--- config.mk ---
export PLATFORM = sky130hd
export DESIGN_NAME = clock_time_counter_flat
export DESIGN_NICKNAME = d
export VERILOG_FILES = /design/src/rtl/clock_time_counter_if.sv /design/src/rtl/clock_time_counter.sv /design/src/flat_wrapper.sv
export SDC_FILE = /design/constraint.sdc
export NUM_CORES = 1
export LEC_CHECK = 0
export ABC_CLOCK_PERIOD_IN_PS = 5100
export CORE_MARGIN = 3
export CORE_UTILIZATION = 25
export CTS_CLUSTER_DIAMETER = 80
export CTS_CLUSTER_SIZE = 14
export DETAILED_ROUTE_END_ITERATION = 10
export GPL_TIMING_DRIVEN = 0
export PLACE_DENSITY = 0.53
export SKIP_CTS_REPAIR_TIMING = 1
export SYNTH_ARGS = -nofsm -noshare
export SYNTH_HDL_FRONTEND = slang
export SYNTH_SLANG_ARGS = --single-unit
--- constraint.sdc ---
create_clock -name i_clk -period 5.1 [get_ports i_clk]
set_input_delay 1.53 -clock i_clk [delete_from_list [all_inputs] [get_ports i_clk]]
set_output_delay 1.53 -clock i_clk [all_outputs]
set_load 0.05 [all_outputs]
--- src/rtl/clock_time_counter_if.sv ---
// Tick/button inputs and BCD time outputs of the clock time counter.
// The slave modport is the counter itself; the master side drives the
// ticks and set buttons and observes the time.
interface clock_time_counter_if;
  logic       i_tick_1hz;
  logic       i_tick_set;
  logic       i_set_hr;
  logic       i_set_min;
  logic [7:0] o_hours;
  logic [7:0] o_minutes;
  logic [7:0] o_seconds;
  logic       o_pm;
  logic       o_colon;
  logic       o_day_carry;

  modport slave (
    input  i_tick_1hz, i_tick_set, i_set_hr, i_set_min,
    output o_hours, o_minutes, o_seconds, o_pm, o_colon, o_day_carry
  );

  modport master (
    output i_tick_1hz, i_tick_set, i_set_hr, i_set_min,
    input  o_hours, o_minutes, o_seconds, o_pm, o_colon, o_day_carry
  );
endinterface

--- src/rtl/clock_time_counter.sv ---
// BCD hours/minutes/seconds timekeeper with hour/minute set modes.
// The mode is decoded from the set buttons every cycle, so there is no FSM:
// RUN counts seconds on the 1 Hz tick, SET_HR/SET_MIN advance one field on
// the set tick while seconds are held at 00 and the colon is held lit.
module clock_time_counter #(
  parameter bit MODE_24H = 1'b1
) (
  input  logic                  i_clk,
  input  logic                  i_reset_n,
  clock_time_counter_if.slave   bus
);

  localparam logic [7:0] HOURS_RST = MODE_24H ? 8'h00 : 8'h12;

  logic [7:0] hours_reg,   hours_next;
  logic [7:0] minutes_reg, minutes_next;
  logic [7:0] seconds_reg, seconds_next;
  logic       pm_reg,      pm_next;
  logic       colon_reg,   colon_next;
  logic       day_carry_reg, day_carry_next;

  logic [8:0] sec_inc;   // {carry, next value}
  logic [8:0] min_inc;   // {carry, next value}
  logic [8:0] hr_inc;    // {pm after step, next value}
  logic       hour_last;
  logic       mode_set_hr;
  logic       mode_set_min;

  // Minutes/seconds step 00..59; an out-of-range value recovers to 00
  // without producing a carry.
  function automatic logic [8:0] inc_sexa(input logic [7:0] v);
    if (v[7:4] > 4'd5 || v[3:0] > 4'd9) return {1'b0, 8'h00};
    if (v == 8'h59)                     return {1'b1, 8'h00};
    if (v[3:0] == 4'd9)                 return {1'b0, v[7:4] + 4'd1, 4'd0};
    return {1'b0, v[7:4], v[3:0] + 4'd1};
  endfunction

  // One hour step in the configured format. In 12-hour mode the PM flag
  // flips only on 11->12; illegal values recover to the hour reset value.
  function automatic logic [8:0] inc_hours(input logic [7:0] v, input logic pm);
    logic legal;
    if (MODE_24H) begin
      legal = (v[7:4] <= 4'd1 && v[3:0] <= 4'd9) ||
              (v[7:4] == 4'd2 && v[3:0] <= 4'd3);
      if (!legal || v == 8'h23) return {pm, 8'h00};
      if (v[3:0] == 4'd9)       return {pm, v[7:4] + 4'd1, 4'd0};
      return {pm, v[7:4], v[3:0] + 4'd1};
    end else begin
      legal = (v[7:4] == 4'd0 && v[3:0] != 4'd0 && v[3:0] <= 4'd9) ||
              (v[7:4] == 4'd1 && v[3:0] <= 4'd2);
      if (!legal)     return {pm, 8'h12};
      if (v == 8'h12) return {pm, 8'h01};
      if (v == 8'h11) return {~pm, 8'h12};
      if (v == 8'h09) return {pm, 8'h10};
      return {pm, v[7:4], v[3:0] + 4'd1};
    end
  endfunction

  assign sec_inc      = inc_sexa(seconds_reg);
  assign min_inc      = inc_sexa(minutes_reg);
  assign hr_inc       = inc_hours(hours_reg, pm_reg);
  assign hour_last    = MODE_24H ? (hours_reg == 8'h23) : (hours_reg == 8'h11 && pm_reg);
  assign mode_set_hr  = bus.i_set_hr;
  assign mode_set_min = !bus.i_set_hr && bus.i_set_min;

  // Next-state decode: RUN counting with cascaded carries, or a set-mode step.
  always_comb begin
    hours_next     = hours_reg;
    minutes_next   = minutes_reg;
    seconds_next   = seconds_reg;
    pm_next        = pm_reg;
    colon_next     = colon_reg;
    day_carry_next = 1'b0;
    if (mode_set_hr || mode_set_min) begin
      seconds_next = 8'h00;
      colon_next   = 1'b1;
      if (bus.i_tick_set) begin
        if (mode_set_hr) begin
          hours_next = hr_inc[7:0];
          pm_next    = hr_inc[8];
        end else begin
          minutes_next = min_inc[7:0];
        end
      end
    end else if (bus.i_tick_1hz) begin
      colon_next   = ~colon_reg;
      seconds_next = sec_inc[7:0];
      if (sec_inc[8]) begin
        minutes_next = min_inc[7:0];
        if (min_inc[8]) begin
          hours_next     = hr_inc[7:0];
          pm_next        = hr_inc[8];
          day_carry_next = hour_last;
        end
      end
    end
  end

  // State registers with synchronous active-low reset.
  always_ff @(posedge i_clk) begin
    if (!i_reset_n) begin
      hours_reg     <= HOURS_RST;
      minutes_reg   <= 8'h00;
      seconds_reg   <= 8'h00;
      pm_reg        <= 1'b0;
      colon_reg     <= 1'b1;
      day_carry_reg <= 1'b0;
    end else begin
      hours_reg     <= hours_next;
      minutes_reg   <= minutes_next;
      seconds_reg   <= seconds_next;
      pm_reg        <= pm_next;
      colon_reg     <= colon_next;
      day_carry_reg <= day_carry_next;
    end
  end

  assign bus.o_hours     = hours_reg;
  assign bus.o_minutes   = minutes_reg;
  assign bus.o_seconds   = seconds_reg;
  assign bus.o_pm        = MODE_24H ? 1'b0 : pm_reg;
  assign bus.o_colon     = colon_reg;
  assign bus.o_day_carry = day_carry_reg;

endmodule
--- src/flat_wrapper.sv ---
// flat-port wrapper written by rule: the top's interface ports become plain ports
module clock_time_counter_flat 
#(
  parameter bit MODE_24H = 1'b1
)
  (i_clk, i_reset_n, bus_i_tick_1hz, bus_i_tick_set, bus_i_set_hr, bus_i_set_min, bus_o_hours, bus_o_minutes, bus_o_seconds, bus_o_pm, bus_o_colon, bus_o_day_carry);
  clock_time_counter_if bus_i ();
  input  logic i_clk;
  input  logic i_reset_n;
  input wire logic [$bits(bus_i.i_tick_1hz)-1:0] bus_i_tick_1hz;
  input wire logic [$bits(bus_i.i_tick_set)-1:0] bus_i_tick_set;
  input wire logic [$bits(bus_i.i_set_hr)-1:0] bus_i_set_hr;
  input wire logic [$bits(bus_i.i_set_min)-1:0] bus_i_set_min;
  output wire logic [$bits(bus_i.o_hours)-1:0] bus_o_hours;
  output wire logic [$bits(bus_i.o_minutes)-1:0] bus_o_minutes;
  output wire logic [$bits(bus_i.o_seconds)-1:0] bus_o_seconds;
  output wire logic [$bits(bus_i.o_pm)-1:0] bus_o_pm;
  output wire logic [$bits(bus_i.o_colon)-1:0] bus_o_colon;
  output wire logic [$bits(bus_i.o_day_carry)-1:0] bus_o_day_carry;
  assign bus_i.i_tick_1hz = bus_i_tick_1hz;
  assign bus_i.i_tick_set = bus_i_tick_set;
  assign bus_i.i_set_hr = bus_i_set_hr;
  assign bus_i.i_set_min = bus_i_set_min;
  assign bus_o_hours = bus_i.o_hours;
  assign bus_o_minutes = bus_i.o_minutes;
  assign bus_o_seconds = bus_i.o_seconds;
  assign bus_o_pm = bus_i.o_pm;
  assign bus_o_colon = bus_i.o_colon;
  assign bus_o_day_carry = bus_i.o_day_carry;
  clock_time_counter #(.MODE_24H(MODE_24H)) u_core (.i_clk(i_clk), .i_reset_n(i_reset_n), .bus(bus_i));
endmodule
Yosys cells after proc, flatten, opt, wreduce, memory -nomap -nowiden
Index checks and enable logic that the tools add are counted.

storage, ports and cells
  register bits = 27
  logic and storage cells = 102
  input port bits = 6
  output and inout bits = 27

operators by class
  reduce and logical (&&, ||, !) cells = 19
  multiplexer cells = 48
  bitwise operators = 5
  add/subtract/negate cells = 6
  equal/unequal tests = 10
  magnitude comparators = 7

operators with widths
  cell                 number
  $mux 9               16
  $mux 8               11
  $add 4x1->4 const B  6
  $mux 1               21
  $eq 8x7->1 const B   2
  $eq 4x4->1 const B   3
  $eq 8x6->1 const B   1
  $gt 4x3->1 const B   2
  $gt 4x4->1 const B   2
  $ne 2x2->1 const B   3
  $reduce_bool 2->1    3
  $logic_or 1x1->1     5
  $not 1->1            5
  $reduce_and 5->1     1
  $reduce_or 5->1      1
  $eq 4x2->1 const B   1
  $le 4x1->1 const B   1
  $le 4x2->1 const B   1
  $le 4x4->1 const B   1
  $reduce_and 4->1     1
  $logic_and 1x1->1    3
  $reduce_bool 3->1    1
  $logic_not 1->1      2
  $reduce_and 2->1     1
  $reduce_or 2->1      1

Depth between registers and ports, before layout
  word-level depth = 13
  gate-level depth with buffers = 8
  gate-level depth less buffers = 7

Worst setup path before layout
No wires, ideal clock.

  path kind = input -> register
  from = input bus_i_set_min
  to = register u_core.hours_reg[1], in the netlist u_core.bus.o_hours[1]
  slack = 1.897 ns
  path buffers = 1
  arrival time = 3.114 ns
  cell stages on the path = 6
  data required time = 5.012 ns
  library setup time = 0.088 ns
  path through = or2_2 -> or4_4 -> buf_6 -> o31ai_4 -> nand3_2 -> o32ai_2

on the way
  longest elaborated chain between the ends = 4
  elaborated cells between the ends (all ways) = 9
  those cells by class = 2 x eq/ne; 1 x mux; 6 x reduce/logical

ends and longest elaborated chain
  item                                                              RTL line                   RTL
  start, declared                                                   flat_wrapper.sv:13         input wire logic [$bits(bus_i.i_set_min)-1:0] bus_i_set_min;
  $logic_and 1x1->1 *                                               clock_time_counter.sv:64   assign mode_set_min = !bus.i_set_hr && bus.i_set_min;
  $logic_or 1x1->1 *                                                clock_time_counter.sv:74   if (mode_set_hr || mode_set_min) begin
  $ne 2x2->1 (no source line) or $reduce_bool 2->1 (tied branches)  --
  $reduce_and 5->1 (no source line)                                 --
  end signal, assigned                                              clock_time_counter.sv:109  hours_reg <= hours_next;
  end, declared                                                     clock_time_counter.sv:15   logic [7:0] hours_reg, hours_next;

Mark *: on every way between the ends. The rest lies on a longest branch, timed or not.
A chain may end at the register's enable or synchronous reset.

Worst setup path after layout
  from = input bus_i_set_hr
  to = register u_core.hours_reg[1], in the netlist u_core.bus.o_hours[1]

on the way
  longest elaborated chain between the ends = 5
  elaborated cells between the ends (all ways) = 10
  those cells by class = 2 x eq/ne; 1 x mux; 7 x reduce/logical

ends and longest elaborated chain
  item                                                              RTL line                  RTL
  start, declared                                                   flat_wrapper.sv:12        input wire logic [$bits(bus_i.i_set_hr)-1:0] bus_i_set_hr;
  $logic_not 1->1                                                   clock_time_counter.sv:64
  $logic_and 1x1->1                                                 clock_time_counter.sv:64
  $logic_or 1x1->1                                                  clock_time_counter.sv:74
  $ne 2x2->1 (no source line) or $reduce_bool 2->1 (tied branches)  --
  $reduce_and 5->1 (no source line)                                 --

Parallel ways exist; a longest one is shown, timed or not.

==> results.sh <==
export IMPL_wl_mm=3.86
export IMPL_syn_cell_area_mm2=0.00162
export IMPL_synth_fp_nets=208
export IMPL_ys_flop_type="dfxtp_1"
export IMPL_place_hpwl_mm=2.88
export IMPL_fin_cells=299
export IMPL_p_seq_frac=0.564
export IMPL_port_buffers=29
export IMPL_grt_max_degree=14
export IMPL_period_needed_ns=3.52
export IMPL_cp_max_fo=6
export IMPL_area_growth_pct=26.3
export IMPL_syn_inst=192
export IMPL_synth_largest_area_cell="dfxtp_1"
export IMPL_yosysUniqueCellTypes=53
export IMPL_coreArea_mm2=0.00610
export IMPL_synth_top_cell_area_share=0.322
export IMPL_clockBufferDepth=2
export IMPL_crit_chain="clkdlybuf4s50_1 > or2_2 > or4_4 > buf_6 > o31ai_4 > nand3_2 > o32ai_2"
export IMPL_critical_path_class="in -> reg"
export IMPL_fin_area_mm2=0.00204
export IMPL_cts_sinks=26
export IMPL_met1_usage=0.153
export IMPL_drtAntennaViolNets=0
export IMPL_die_height_um=86.4
export IMPL_cp_end_kind="flop"
export IMPL_synth_async_sr_flop_share=0
export IMPL_grt_util_met3=0.0143
export IMPL_p_int_uw=273
export IMPL_cp_slowest_cell="or4_4"
export IMPL_synth_warnings=0
export IMPL_tns_ns=0
export IMPL_switchingPower_uw=94.7
export IMPL_timing_final_ws_setup_ns=1.58
export IMPL_required_ns=5.30
export IMPL_cts_max_level=1
export IMPL_path_clk_slew_ns=0.10
export IMPL_remaining_drc_errors=0
export IMPL_synth_edf_count=0
export IMPL_syn_area_per_cell_um2=8.41
export IMPL_vias=1463
export IMPL_cts_tree="done"
export IMPL_grt_overflow_total=0
export IMPL_sw_frac_of_total=0.258
export IMPL_seq_area_frac_synth=0.322
export IMPL_io_pins=33
export IMPL_powerDensity_mw_per_mm2=180
export IMPL_hold_class="reg -> reg"
export IMPL_dp_cells=296
export IMPL_p_clk_frac=0.332
export IMPL_track_usage=0.109
export IMPL_drive_above_1_share=0.0982
export IMPL_fin_crit_sh=0.691
export IMPL_slew_violations=0
export IMPL_n_antenna_cell=0
export IMPL_critPathMaxStageDelay_ns=0.53
export IMPL_dr_pass1_iters=5
export IMPL_clock_latency_ns=0.28
export IMPL_ys_ff_latch=26
export IMPL_ys_top_cells_by_area="dfxtp_1, ha_1, nand2_1, nand3_1, nor2_1"
export IMPL_start_util=0.265
export IMPL_gr_max_usage_layer="met2"
export IMPL_rsz0062_at_grt="false"
export IMPL_worst_pin_slew_ns=0.696
export IMPL_finalHoldViolations=0
export IMPL_cp_arrival_ns=3.72
export IMPL_p_leak_nw=0.672
export IMPL_cts_buffers=3
export IMPL_root_buffer="clkbuf_8"
export IMPL_cap_violations=0
export IMPL_max_slew_margin=0.535
export IMPL_ir_drop_v=0.0000817
export IMPL_use_met2=0.168
export IMPL_p_total_uw=368
export IMPL_pwr_share_comb=0.104
export IMPL_status="completed"
export IMPL_grt_pass1_vias=1359
export IMPL_antenna_found_initial=0
export IMPL_clock_skew_final_ns=0.0109
export IMPL_avgRoutedWirePerCell_um=12.9
export IMPL_die_w_um=86.4
export IMPL_drtIter0Drc=68
export IMPL_setup_viol=0
export IMPL_final_net_count=242
export IMPL_rows=28
export IMPL_fmax_mhz=284
export IMPL_die_area_mm2=0.00746
export IMPL_cp_start_kind="primary input"
export IMPL_place_ws_ns=1.28
export IMPL_vias_per_cell=4.89
export IMPL_grt_pass1_wl_mm=6.64
export IMPL_placed_area_mm2=0.00200
export IMPL_gp_congestion=0.768
kinds of logic after synthesis:
kind of cell,Yosys count,synth area share
adders and majority gates,10,0.0775
other,1,0.00232
and+or+nand+nor,87,0.288
xor gates and xnor gates,5,0.0271
AOI/OAI and AO/OA,39,0.182
DFF,26,0.322
buffers and inverters,19,0.0689
muxes,5,0.0318
power groups by stage:
| stage | clock network, mW | logic [mW] | registers, mW |
|---|---|---|---|
| 4_1_cts | 0.129 | 0.0385 | 0.207 |
| 3_5_place_dp | 0 | 0.0383 | 0.212 |
| 5_1_grt | 0.135 | 0.0414 | 0.208 |
| 6_report | 0.122 | 0.0382 | 0.207 |
| 2_1_floorplan | 0 | 0.0203 | 0.218 |
| 3_3_place_gp | 0 | 0.0383 | 0.212 |
placed cells by master (no fill, tap or decap), types with 2 or more instances in the layout:
master,count
clkdlybuf4s50_1,29
dfxtp_1,26
nand2_1,21
nor2_1,15
nand3_1,14
inv_1,11
ha_1,10
o21ai_0,9
nor2b_1,8
nor3_1,5
a21oi_1,5
clkbuf_8,4
mux2i_1,4
o21a_1,4
nor3b_1,3
buf_6,3
xnor2_1,3
o22ai_1,3
clkbuf_1,2
nand3b_1,2
or2_2,2
buf_4,2
xor2_1,2
nand2b_1,2
and3b_1,2
nor4_1,2
a21boi_0,2
a41oi_1,2
nand4_1,2
critical path, delay by kind of cell:
family / cells / cell delay (ns)
compound gates: 2 / 0.55
buf+inv: 2 / 0.62
simple gates: 3 / 1.01
final cells by class:
type,instances,area [um^2]
Buffer,8,70.1
Clock buffer,3,41.3
Fill cell,658,4060
Inverter,11,41.3
Multi-Input combinational cell,147,983
Sequential cell,26,520
Tap cell,75,93.8
Timing Repair Buffer,29,290
layer usage:
| layer | share of wire | vias to the layer above |
|---|---|---|
| li1 | - | 743 |
| met1 | 0.50 | 686 |
| met2 | 0.45 | 30 |
| met3 | 0.036 | 4 |
| met4 | 0.014 | 0 |
| met5 | 0 | - |
final timing paths:
check	startpoint	end	slack [ns]	cells after the start
worst min-delay path	u_core.bus.o_minutes[7]	u_core.bus.o_minutes[7]	0.50	2
worst min register to register	u_core.bus.o_minutes[7]	u_core.bus.o_minutes[7]	0.50	2
worst max register to register	u_core.bus.o_seconds[3]	u_core.bus.o_hours[1]	2.80	6
worst max-delay path	bus_i_set_hr	u_core.bus.o_hours[1]	1.58	7
per-stage QoR:
| step | util | hold WS (ns) |
|---|---|---|
| after floorplan | - | 0.682 |
| after detailed placement | 0.328 | 0.489 |
| after global placement | 0.328 | 0.487 |
| final | 0.335 | 0.500 |
| after CTS | 0.335 | 0.503 |
| after global routing | 0.335 | 0.536 |
cells in the mapped netlist (all sizes together), types with 3 or more instances:
cell / number
clkbuf: 3
nor2b: 8
nor2: 15
nor3b: 3
inv: 11
o22ai: 3
mux2i: 4
nand3: 15
a21boi: 3
dfxtp: 26
a21oi: 6
o21a: 4
nand2: 21
o21ai: 9
xnor2: 3
ha: 10
buf: 5
nor3: 5
sequential cells by signal (all words and copies together), names as in the netlist:
register and cells:
u_core.bus.o_colon 1, u_core.bus.o_day_carry 1, u_core.bus.o_hours 8, u_core.bus.o_minutes 8
u_core.bus.o_seconds 8
Note: power is estimated with default switching activity, not from simulation.
==> RTL edit: new RTL, same flow settings <==
`MODE_24H` is set to 1'b1 in 2 places; all go to 1'b0.
--- a/src/rtl/clock_time_counter.sv
+++ b/src/rtl/clock_time_counter.sv
@@ -3,7 +3,7 @@
 // RUN counts seconds on the 1 Hz tick, SET_HR/SET_MIN advance one field on
 // the set tick while seconds are held at 00 and the colon is held lit.
 module clock_time_counter #(
-  parameter bit MODE_24H = 1'b1
+  parameter bit MODE_24H = 1'b0
 ) (
   input  logic                  i_clk,
   input  logic                  i_reset_n,
--- a/src/flat_wrapper.sv
+++ b/src/flat_wrapper.sv
@@ -1,7 +1,7 @@
 // flat-port wrapper written by rule: the top's interface ports become plain ports
 module clock_time_counter_flat 
 #(
-  parameter bit MODE_24H = 1'b1
+  parameter bit MODE_24H = 1'b0
 )
   (i_clk, i_reset_n, bus_i_tick_1hz, bus_i_tick_set, bus_i_set_hr, bus_i_set_min, bus_o_hours, bus_o_minutes, bus_o_seconds, bus_o_pm, bus_o_colon, bus_o_day_carry);
   clock_time_counter_if bus_i ();
Behaviour: not the same (a bounded check fails within 4 cycles, from zero or initial values and one cycle with i_reset_n low).
==> RTL edit against the unedited design <==
Worst setup slack better by 340 ps. Critical path depth decreased by 6. Final cell count down 3.0%. Register-to-register slack gained 290 ps. First-iteration DRC count decreased by 21%. Sequential cell count fell by 2. Non-clock buffer count is 3 lower. Final area shrank 1.8%. Synthesized area fell by 3.3%. Highest routed layer unchanged. Sequential share of layout area decreased by 1.5 points. Wire length is 5.9% lower. Power is 17% higher. Sequential power fell by 5%.
==> RTL edit: results (changes against the unedited design) <==
XOR/XNOR Fraction of Synth Area=0.0224 (-0.00467); largest net degree at the start of global routing=15 (+1); FILL cells=628 (-4.6%); Hold Crit Class=flop to flop; Synth async-reset ratio=0 (unchanged); Total Routed Length=3630 µm (-5.9%); initial antenna violation count=0 (unchanged); number of global-route vias before repair=1256 (-7.6%); slowest stage cell, crit path=clkdlybuf4s50_1; Synthesis Warnings=0 (unchanged); DR vias/cell=4.86 (-0.77%); Slew @ Worst Pin=737 ps (+41.2 ps); DR iter-0 viols=54 (-21%); CTS Buf Count=3 (unchanged); Clk Tree Root Cell=clkbuf_8; clock latency on the worst-skew pair=270 ps; Total GRT Usage=0.101 (-0.00832); port bufs=27 (-6.9%); fin nets=232 (-4.1%); adder-cell share of the synthesized area=0.0801 (+0.00267); Crit Path Max Fanout=7 (+1); CP peak stage delay=870 ps (+340 ps); Area contributors post-synth=dfxtp_1 (31%), ha_1 (8.0%), nand2_1 (4.6%), a21oi_1 (3.8%), nor2_1 (3.4%); routability cong.=0.804 (+4.6%); ant diodes=0 (unchanged); CTS H-Tree Depth=1 (unchanged); clock slew at reported path FFs=90 ps; synth cell count leaders=dfxtp_1 (24), nand2_1 (19), nor2_1 (14), a21oi_1 (12), inv_1 (11); area post-placement=1930 µm² (-3.3%); DR pass1 iterations=4 (-1); Clock Path Buffers=2 (unchanged); share of layout cells above drive strength 1=0.112 (+0.0134); Data arrival, critical path=1650 ps (-2070 ps); sequential share of the synthesized area=0.308 (-0.0145); VDD IR max=98.1 µV (+20%); first-pass GRT wire length=6090 µm (-8.3%); post-synthesis compound-gate area fraction=0.235 (+0.0527); Lkg Pwr=0.709 nW (+5.6%); main combinational cell family by area after synthesis=simple AND/OR/NAND/NOR gates; multiplexer area fraction after synthesis=0.0256 (-0.00612); Netlist cell types=52 (-1.9%); DPL Wire Length=2680 µm (-6.7%); Clock Skew=2.24 ps (-8.71 ps); Top delay family on crit path=buffers and inverters; switching share of power=0.257 (about the same); status=complete, no violations
==> RTL edit: cell count changes in the layout (fill, tap and decap cells not counted), sizes merged, moves of 3 or more <==
cell    delta
a21boi     -3
a21oi      +6
nand3      -5
nand3b     +3
nand4b     +3
nor2b      -7
o211ai     +3
o21a       -3
o22ai      -3
==> RTL edit: kinds of logic (layout without fill, tap and decap cells) <==
| logic type | after synthesis | count (layout) |
|---|---|---|
| buf+inv | 18 | 49 |
| other cells | 1 | 3 |
| flops | 24 | 24 |
| compound gates | 47 | 47 |
| simple gates | 74 | 74 |
| mux | 4 | 4 |
| fa+ha+maj | 10 | 10 |
| xor+xnor | 4 | 4 |
==> RTL edit: per-stage QoR <==
| step | utilization | worst slack, ps | hold slack, ps | instances |
|---|---|---|---|---|
| 3_5_place_dp | 0.323 | 1800 | 483 | 286 |
| 4_1_cts | 0.335 | 1880 | 495 | 290 |
| 5_1_grt | 0.335 | 1840 | 537 | 290 |
| 6_report | 0.335 | 1920 | 487 | 290 |
| 2_1_floorplan | - | 2240 | 691 | 184 |
| 3_3_place_gp | 0.323 | 1820 | 480 | 286 |
==> RTL edit: path summary, 6_finish.rpt <==
kind,depth (start not counted),from,end,slack (ps)
setup / recovery,1,u_core.bus.o_seconds[0]$_SDFFE_PP0P_,bus_o_seconds[0],1920
hold / removal,2,u_core.bus.o_pm$_SDFFE_PN0P_,u_core.bus.o_day_carry$_SDFF_PP0_,490
setup reg to reg,6,u_core.bus.o_minutes[5]$_SDFFE_PN0P_,u_core.bus.o_minutes[4]$_SDFFE_PN0P_,3090
hold reg to reg,2,u_core.bus.o_pm$_SDFFE_PN0P_,u_core.bus.o_day_carry$_SDFF_PP0_,490
==> RTL edit: cell type report <==
type                       instances  area [µm²]  area share
buffer                             7        51.3      0.0256
clock buffer                       3        41.3      0.0206
clock inverter                     1        30.0      0.0150
inverter                          11        41.3      0.0206
multi-input combinational        142         996       0.497
sequential                        24         480       0.240
tap                               75        93.8      0.0468
timing repair buffer              27         270       0.135
==> RTL edit: power by group through the flow <==
stage               registers (mW)  clock network, mW  logic (mW)
global route                 0.198              0.181      0.0704
CTS                          0.197              0.175      0.0651
global placement             0.201                  0      0.0649
floorplan                    0.210                  0      0.0384
finish                       0.197              0.168      0.0650
detailed placement           0.201                  0      0.0648
==> RTL edit: layer usage <==
layer | vias up | GRT usage | routed length, µm
met3 | 2 | 0.0175 | 100
li1 | 727 | - | -
met5 | - | 0 | 0
met2 | 18 | 0.158 | 1620
met1 | 661 | 0.142 | 1900
met4 | 0 | 0.0259 | 14
